File: src/rtl/bpsk_frame_scheduler.sv
// bpsk_frame_scheduler: buffers UART bytes and emits framed bursts
// (preamble, sync, length, payload, optional checksum) to the modulator.
// Optional feature macro: FRAME_CHECKSUM_EN appends an 8-bit sum byte.
module bpsk_frame_scheduler #(
    parameter int unsigned DEPTH        = 16,
    parameter int unsigned PREAMBLE_LEN = 4,
    parameter logic [7:0]  SYNC_BYTE    = 8'hD3,
    parameter int unsigned IDLE_TIMEOUT = 1000
) (
    input  logic       sysclk,
    input  logic       rst,
    input  logic [7:0] in_data,
    input  logic       in_valid,
    output logic       in_ready,
    output logic [7:0] out_data,
    output logic       out_valid,
    input  logic       out_ready,
    output logic       sleep,
    output logic       busy,
    output logic       overflow
);

    localparam int unsigned AW = (DEPTH > 1) ? $clog2(DEPTH) : 1;
    localparam int unsigned CW = $clog2(DEPTH) + 1;
    localparam int unsigned TW = $clog2(IDLE_TIMEOUT + 1);
    localparam int unsigned IW = 8;

    typedef enum logic [2:0] {
        S_IDLE,
        S_PRE,
        S_SYNC,
        S_LEN,
        S_PAY
`ifdef FRAME_CHECKSUM_EN
        , S_CSUM
`endif
    } state_t;

    state_t          r_state;
    state_t          w_next_state;
    logic [7:0]      r_mem [DEPTH];
    logic [AW-1:0]   r_wr_ptr;
    logic [AW-1:0]   r_rd_ptr;
    logic [AW-1:0]   w_rd_nxt;
    logic [CW-1:0]   r_count;
    logic [TW-1:0]   r_timer;
    logic [CW-1:0]   r_frame_len;
    logic [CW-1:0]   w_frame_len;
    logic [IW-1:0]   r_idx;
    logic [IW-1:0]   w_idx;
    logic [7:0]      r_out_data;
    logic [7:0]      w_out_data;
    logic            r_out_valid;
    logic            w_out_valid;
    logic            w_push;
    logic            w_pop;
    logic            w_hs;
    logic            w_trigger;
`ifdef FRAME_CHECKSUM_EN
    logic [7:0]      r_csum;
    logic [7:0]      w_csum;
`endif

    assign in_ready  = (r_count != CW'(DEPTH));
    assign overflow  = in_valid && !in_ready;
    assign w_push    = in_valid && in_ready;
    assign w_hs      = r_out_valid && out_ready;
    assign w_rd_nxt  = r_rd_ptr + AW'(1);
    assign w_trigger = (r_state == S_IDLE) &&
                       ((r_count == CW'(DEPTH)) ||
                        ((r_count != '0) && (r_timer == TW'(IDLE_TIMEOUT))));
    assign out_data  = r_out_data;
    assign out_valid = r_out_valid;
    assign sleep     = (r_state == S_IDLE) && (r_count == '0);
    assign busy      = (r_state != S_IDLE);

    // Next-state and next output byte; a field advances only on a handshake
    always_comb begin
        w_next_state = r_state;
        w_out_data   = r_out_data;
        w_out_valid  = r_out_valid;
        w_idx        = r_idx;
        w_frame_len  = r_frame_len;
        w_pop        = 1'b0;
`ifdef FRAME_CHECKSUM_EN
        w_csum       = r_csum;
`endif
        case (r_state)
            S_IDLE: begin
                w_out_valid = 1'b0;
                if (w_trigger) begin
                    w_next_state = S_PRE;
                    w_frame_len  = r_count;
                    w_idx        = IW'(1);
                    w_out_valid  = 1'b1;
                    w_out_data   = 8'h55;
`ifdef FRAME_CHECKSUM_EN
                    w_csum       = 8'h00;
`endif
                end
            end
            S_PRE: begin
                if (w_hs) begin
                    if (r_idx == IW'(PREAMBLE_LEN)) begin
                        w_next_state = S_SYNC;
                        w_out_data   = SYNC_BYTE;
                    end else begin
                        w_idx      = r_idx + IW'(1);
                        w_out_data = 8'h55;
                    end
                end
            end
            S_SYNC: begin
                if (w_hs) begin
                    w_next_state = S_LEN;
                    w_out_data   = 8'(r_frame_len);
                end
            end
            S_LEN: begin
                if (w_hs) begin
                    w_next_state = S_PAY;
                    w_out_data   = r_mem[r_rd_ptr];
                    w_idx        = IW'(1);
`ifdef FRAME_CHECKSUM_EN
                    w_csum       = r_csum + 8'(r_frame_len);
`endif
                end
            end
            S_PAY: begin
                if (w_hs) begin
                    w_pop = 1'b1;
`ifdef FRAME_CHECKSUM_EN
                    w_csum = r_csum + r_out_data;
`endif
                    if (r_idx == IW'(r_frame_len)) begin
`ifdef FRAME_CHECKSUM_EN
                        w_next_state = S_CSUM;
                        w_out_data   = r_csum + r_out_data;
`else
                        w_next_state = S_IDLE;
                        w_out_valid  = 1'b0;
`endif
                    end else begin
                        w_idx      = r_idx + IW'(1);
                        w_out_data = r_mem[w_rd_nxt];
                    end
                end
            end
`ifdef FRAME_CHECKSUM_EN
            S_CSUM: begin
                if (w_hs) begin
                    w_next_state = S_IDLE;
                    w_out_valid  = 1'b0;
                end
            end
`endif
            default: begin
                w_next_state = S_IDLE;
                w_out_valid  = 1'b0;
            end
        endcase
    end

    // State, FIFO pointers, idle timer and registered output stage
    always_ff @(posedge sysclk) begin
        if (rst) begin
            r_state     <= S_IDLE;
            r_wr_ptr    <= '0;
            r_rd_ptr    <= '0;
            r_count     <= '0;
            r_timer     <= '0;
            r_frame_len <= '0;
            r_idx       <= '0;
            r_out_data  <= 8'h00;
            r_out_valid <= 1'b0;
`ifdef FRAME_CHECKSUM_EN
            r_csum      <= 8'h00;
`endif
        end else begin
            r_state     <= w_next_state;
            r_frame_len <= w_frame_len;
            r_idx       <= w_idx;
            r_out_data  <= w_out_data;
            r_out_valid <= w_out_valid;
`ifdef FRAME_CHECKSUM_EN
            r_csum      <= w_csum;
`endif
            if (w_push) r_wr_ptr <= r_wr_ptr + AW'(1);
            if (w_pop)  r_rd_ptr <= w_rd_nxt;
            case ({w_push, w_pop})
                2'b10:   r_count <= r_count + CW'(1);
                2'b01:   r_count <= r_count - CW'(1);
                default: r_count <= r_count;
            endcase
            if (w_push || (r_count == '0)) begin
                r_timer <= '0;
            end else if (r_timer != TW'(IDLE_TIMEOUT)) begin
                r_timer <= r_timer + TW'(1);
            end
        end
    end

    // Payload storage; contents are don't-care once pointers reset
    always_ff @(posedge sysclk) begin
        if (w_push) r_mem[r_wr_ptr] <= in_data;
    end

endmodule

File: config.mk
export PLATFORM = sky130hd
export DESIGN_NAME = bpsk_frame_scheduler
export DESIGN_NICKNAME = d
export VERILOG_FILES = /design/src/rtl/bpsk_frame_scheduler.sv
export SDC_FILE = /design/constraint.sdc
export NUM_CORES = 1
export LEC_CHECK = 0
export BUFFER_PORTS_ARGS = -buffer_cell sky130_fd_sc_hd__buf_4
export CAP_MARGIN = 20
export CORE_UTILIZATION = 40
export CTS_CLUSTER_SIZE = 24
export DETAILED_ROUTE_END_ITERATION = 8
export PLACE_DENSITY = 0.64
export SYNTH_ARGS = -nofsm -noshare
export SYNTH_HDL_FRONTEND = slang
export SYNTH_SLANG_ARGS = --single-unit
File: constraint.sdc
create_clock -name sysclk -period 3.3 [get_ports sysclk]
set_input_delay 0.165 -clock sysclk [delete_from_list [all_inputs] [get_ports sysclk]]
set_output_delay 0.165 -clock sysclk [all_outputs]
set_load 0.1 [all_outputs]
==> results.cfg, run 1 <==
[clock_network]
clk_pin_slew_ns = 0.07
cts_tree = done
htree_levels = 4
post_cts_resized = 0
hold_buffers = 0
postCtsSetupBuffers = 0
cts_made_buffers = 17
clock-root-buffer = clkbuf_16
clock_latency_ns = 0.43
clock_sinks = 180
cts_max_path_buffers = 2

[placement]
post-place-ws_ns = 0.450
numPortBuffers = 24
dpl.hpwl_microns = 14600
post-place-cells = 956
place.gp.congestion = 0.819

[global_route]
groute.usage.overall = 0.196
grt_first_pass_wirelength_microns = 32500
antenna_found_initial = 0
grt_max_degree = 39
globalRouteOverflowTotal = 0
first_global_vias = 5675

[synthesis]
synth.area.top_cells = edfxtp_1 (44%), mux4_2 (15%), dfxtp_1 (12%), nand2_1 (2.6%), nor2_1 (2.5%)
syn_area_sq_mm = 0.00875
synth_fp_nets = 693
synth_cell_types = 54
ys_ff_latch = 180
syn-instance-count = 668
synth_edf_count = 128
yosysTopAreaCell = edfxtp_1
synthArstFlopShare = 0
synth_ff_type = edfxtp_1
avgSynthCellArea_sq_um = 13.1
synthDominantCellAreaShare = 0.439
yosysWarnings = 0
synth-seq-area-share = 0.558

[worst_hold_path]
hold_path.class = primary input to register
hold_path_startpoint = in_data[0]

[floorplan]
die_x_microns = 150
ioPinCount = 25
die_y_microns = 150
core_sq_mm = 0.0212
start_util = 0.412
rows = 53
die_area_sq_mm = 0.0225

[pwr]
ir_worst_vdd_mv = 0.318
leakagePower_nw = 3.28
powerDensity_mw_per_mm2 = 477
finalPower_mw = 4.77

[setup_path]
cp.arrival_ns = 3.25
endpoint_kind = register
crit_required_ns = 3.66
cp-startpoint = r_count[1]$_SDFFE_PP0P_
reg2reg_from = r_count[1]$_SDFFE_PP0P_
worstSetupPathType = register to register
setup.worst_path.start_class = register
cp_max_fo = 10

[sta]
hold_viol_final = 0
max_clock_freq_ghz = 0.346
fin_crit_sh = 0.876
fin_crit_ns = 2.89
rsz0062_at_grt = no
finalSetupViolations = 0
max_slew_margin = 0.266
drv_slew = 0
worstMarginPinSlew_ns = 1.10
finClkSkew_ns = 0.00991
setup_ws_ns = 0.409

[detailed_routing]
drt_iter0_drc = 454
ant_nets = 0
drtPass1Iterations = 5
num_vias = 5759
drt_wl_total_microns = 20800
wl_per_cell_microns = 21.1
viasPerCell = 5.83
remaining_drc_errors = 0

[cells_and_area]
fin_nets = 725
diodes = 0
drive_above_1_share = 0.221
fin_cells = 987
areaGrowthSynthToFinish_pct = 14.3
layout_common_cells = edfxtp_1 (128), nand2_1 (60), nor2_1 (59), mux4_2 (59), buf_4 (53)
layout_commonest_cell = edfxtp_1

[status]
status = finished clean

[flow_run]
max_cap_viol_count = 0
-- where the power goes --
| part | switching [mW] | total, mW | internal (mW) | leakage (nW) |
|---|---|---|---|---|
| registers | 0.0202 | 2.46 | 2.44 | 1.58 |
| logic | 0.103 | 0.158 | 0.0549 | 1.40 |
| clock network | 0.873 | 2.15 | 1.27 | 0.304 |
-- registers in the layout, summed over array words and instances (netlist names), named ones only --
signal,count
out_data,8
out_valid,1
r_count,5
r_frame_len,5
r_idx,8
r_mem,128
r_rd_ptr,4
r_state,3
r_timer,10
r_wr_ptr,4
-- final cells by class --
class	count	area [sq um]
fillers	1868	11200
flip-flops and latches	180	4890
multi-input cells	434	3680
clock buffers	17	425
repair buffers	54	418
well taps	275	344
clock inverters	14	200
inverters	13	48.8
-- path summary, 6_finish.rpt --
kind	cells past startpoint	slack (ns)	to
worst max-delay path	13	0.41	r_count[4]$_SDFFE_PP0P_
worst min-delay path	1	0.03	r_mem[4][0]$_DFFE_PP_
worst max register to register	13	0.41	r_count[4]$_SDFFE_PP0P_
worst min register to register	2	0.52	r_idx[7]$_SDFFE_PP0P_
-- stage by stage --
stage                     utilization  hold WS (ns)  instance area, sq um  setup TNS [ns]
after global routing            0.471        0.0270                 10000               0
after detailed placement        0.442         0.477                  9380               0
after global placement          0.442         0.461                  9380               0
final                           0.471        0.0323                 10000               0
after floorplan                     -         0.264                  8770          -0.230
after CTS                       0.471        0.0176                 10000               0
-- worst max-delay path: stages (launching register included) --
cell      delay, ns
dfxtp_1        0.42
nor4_4         0.43
nand2_4        0.11
and2_1         0.20
inv_1          0.08
ha_1           0.19
xor2_1         0.17
ha_1           0.21
a21boi_0       0.19
o22a_1         0.16
a21oi_1        0.07
xor2_1         0.15
or3_1          0.30
a21oi_1        0.13
-- Yosys cell counts (all sizes together) (2+ instances only) --
| library cell | number |
|---|---|
| edfxtp | 128 |
| nand2 | 61 |
| mux4 | 59 |
| nor2 | 59 |
| dfxtp | 52 |
| a21oi | 32 |
| clkbuf | 25 |
| o21ai | 21 |
| mux2i | 20 |
| nand3 | 20 |
| xor2 | 18 |
| nor3 | 17 |
| buf | 16 |
| ha | 13 |
| inv | 12 |
| xnor2 | 10 |
| a31oi | 8 |
| and3 | 8 |
| a311oi | 7 |
| nand2b | 7 |
| or3 | 7 |
| and2 | 6 |
| or3b | 6 |
| nor2b | 5 |
| o211ai | 5 |
| mux2 | 4 |
| nor4 | 4 |
| o21a | 4 |
| a211o | 3 |
| a22oi | 3 |
| nand3b | 3 |
| nand4 | 3 |
| o2bb2ai | 3 |
| a2111oi | 2 |
| nand4b | 2 |
| nor3b | 2 |
| o22a | 2 |
| or4 | 2 |
-- layer usage --
metal	track usage	share of wire	vias to the layer above
li1	-	-	2625
met1	0.258	0.44	2910
met2	0.324	0.50	198
met3	0.0457	0.055	26
met4	0.0525	0.013	0
met5	0	0	-
-- cell families (layout without fill, tap and decap cells) --
family	count (synthesis)	after routing	synth area share
multiplexers	83	83	0.180
AND/OR/NAND/NOR	213	213	0.119
adder cells (fa/ha/maj)	13	13	0.0186
buffers and inverters	54	98	0.0249
flip-flops	180	180	0.558
AO/OA/AOI/OAI	97	97	0.0711
XOR/XNOR	28	28	0.0280
Note: power is estimated with default switching activity, not from simulation.
==> run 2: changes to the inputs <==
--- a/config.mk
+++ b/config.mk
@@ -11,6 +11,7 @@
 export CTS_CLUSTER_SIZE = 24
 export DETAILED_ROUTE_END_ITERATION = 8
 export PLACE_DENSITY = 0.64
+export RECOVER_POWER = 100
 export SYNTH_ARGS = -nofsm -noshare
 export SYNTH_HDL_FRONTEND = slang
 export SYNTH_SLANG_ARGS = --single-unit
==> run 2 against run 1 <==
Net effect: first-iteration DRC count increased by 1.5%; final cell count stayed put; flip-flop and latch count stayed put; maximum frequency up 2.0%; cell area is 1.6% lower; worst setup slack better by 0.057 ns; wire length is 0.47% higher; register-to-register slack gained 0.06 ns; die area is the same; core utilization fell by 0.73 points; count of clock-buffer cells in the layout unchanged; sequential power hardly changed; largest cell class unchanged; largest power group unchanged.
==> results.cfg, run 2 (synthesized netlist as in run 1, its figures left out) <==
[placement]
place.gp.congestion = 0.819
dpl.hpwl_microns = 14600
post-place-ws_ns = 0.450
dpl-instance-area_sq_mm = 0.00938
post-place-cells = 956
numPortBuffers = 24

[floorplan]
ioPinCount = 25
start_util = 0.412
core_sq_mm = 0.0212
die_area_sq_mm = 0.0225
die_x_microns = 150
die_y_microns = 150
rows = 53

[clock_network]
clock_latency_ns = 0.44
postCtsSetupBuffers = 0
cts_made_buffers = 17
cts_max_path_buffers = 2
post_cts_resized = 0
clock_sinks = 180
clk_pin_slew_ns = 0.06
clock-root-buffer = clkbuf_16
htree_levels = 4
hold_buffers = 0
cts_tree = done

[pwr]
swShare = 0.210
finalPower_mw = 4.76
ir_worst_vdd_mv = 0.319
powerDensity_mw_per_mm2 = 484
seqPwrFrac = 0.518
clock_power_share = 0.452
power.internal_mw = 3.76
p_sw_mw = 0.998
pwr-share-comb = 0.031
leakagePower_nw = 3.13

[cells_and_area]
register_area_sq_mm = 0.00489
final_area_sq_mm = 0.00985
fin_cells = 987
drive_above_1_share = 0.166
layout_commonest_cell = edfxtp_1
largest_register = r_mem
fillCellCount = 1910
fin_util = 0.464
fin_nets = 725
layout_common_cells = edfxtp_1 (128), nand2_1 (60), nor2_1 (59), mux4_2 (59), dfxtp_1 (51)
top_regs = r_mem: 128 flops, r_timer: 10 flops
diodes = 0
multiInputGateArea_sq_mm = 0.00366
largest_register_ffs = 128
areaGrowthSynthToFinish_pct = 12.5

[setup_path]
endpoint_kind = register
crit_required_ns = 3.66
setup.worst_path.start_class = register
cp.arrival_ns = 3.19
worstSetupPathType = register to register
cp_max_fo = 10

[global_route]
globalRouteOverflowTotal = 0
grtUsageMet1 = 0.258
grt_first_pass_wirelength_microns = 32500
gr-usage-met2 = 0.324
grt_max_degree = 39
gr-usage-met3 = 0.0457
groute.usage.overall = 0.196
antenna_found_initial = 0
top_usage_layer = met2
first_global_vias = 5675

[sta]
hold_slack_ns = 0.160
max_clock_freq_ghz = 0.353
rsz0062_at_grt = no
finalSetupViolations = 0
setup_ws_ns = 0.466
hold_viol_final = 0
fin_crit_sh = 0.859
fin_setup_tns_ns = 0
finClkSkew_ns = 0.0165
drv_slew = 0
worstMarginPinSlew_ns = 1.20
max_slew_margin = 0.206
fin_crit_ns = 2.83

[detailed_routing]
remaining_drc_errors = 0
num_vias = 5790
drt_wl_total_microns = 20900
viasPerCell = 5.87
drtPass1Iterations = 8
ant_nets = 0
wl_per_cell_microns = 21.2
drt_iter0_drc = 461

[flow_run]
max_cap_viol_count = 0

[worst_hold_path]
hold_path.class = primary input to register

[status]
status = finished clean
## run 2: final cells by class
class | count | share of cell area
clock buffer | 17 | 0.0432
clock inverter | 14 | 0.0203
inverter | 13 | 0.00496
multi-input combinational | 434 | 0.372
sequential | 180 | 0.496
tap | 275 | 0.0349
timing repair buffer | 54 | 0.0287
## run 2: critical path: stages (launching register included)
cell and delay [ns]:
dfxtp_1 0.42, nor4_4 0.38, nand2_4 0.09, and2_0 0.19
inv_1 0.09, ha_1 0.19, xor2_1 0.17, ha_1 0.21
a21boi_0 0.19, o22a_1 0.16, a21oi_1 0.07, xor2_1 0.15
or3_1 0.31, a21oi_1 0.13
## run 2: metal layers
metal | routed length [microns] | part of all wire | vias up
met1 | 9020 | 0.43 | 2925
met4 | 229 | 0.011 | 0
li1 | - | - | 2621
met5 | 0 | 0 | -
met2 | 10400 | 0.50 | 224
met3 | 1300 | 0.062 | 20
## run 2: power groups by stage
stage | sequential, mW | combinational (mW) | clock (mW)
CTS | 2.46 | 0.159 | 2.19
floorplan | 2.50 | 0.0973 | 0
detailed placement | 2.51 | 0.158 | 0
global route | 2.47 | 0.161 | 2.28
global placement | 2.51 | 0.152 | 0
finish | 2.46 | 0.147 | 2.15
## run 2: path summary, 6_finish.rpt
path	cells after the start	slack, ns	end	start
worst max-delay path	13	0.47	r_count[4]$_SDFFE_PP0P_	r_count[1]$_SDFFE_PP0P_
worst max register to register	13	0.47	r_count[4]$_SDFFE_PP0P_	r_count[1]$_SDFFE_PP0P_
worst min register to register	2	0.52	r_idx[7]$_SDFFE_PP0P_	r_idx[7]$_SDFFE_PP0P_
worst min-delay path	2	0.16	r_frame_len[2]$_SDFFE_PP0P_	rst
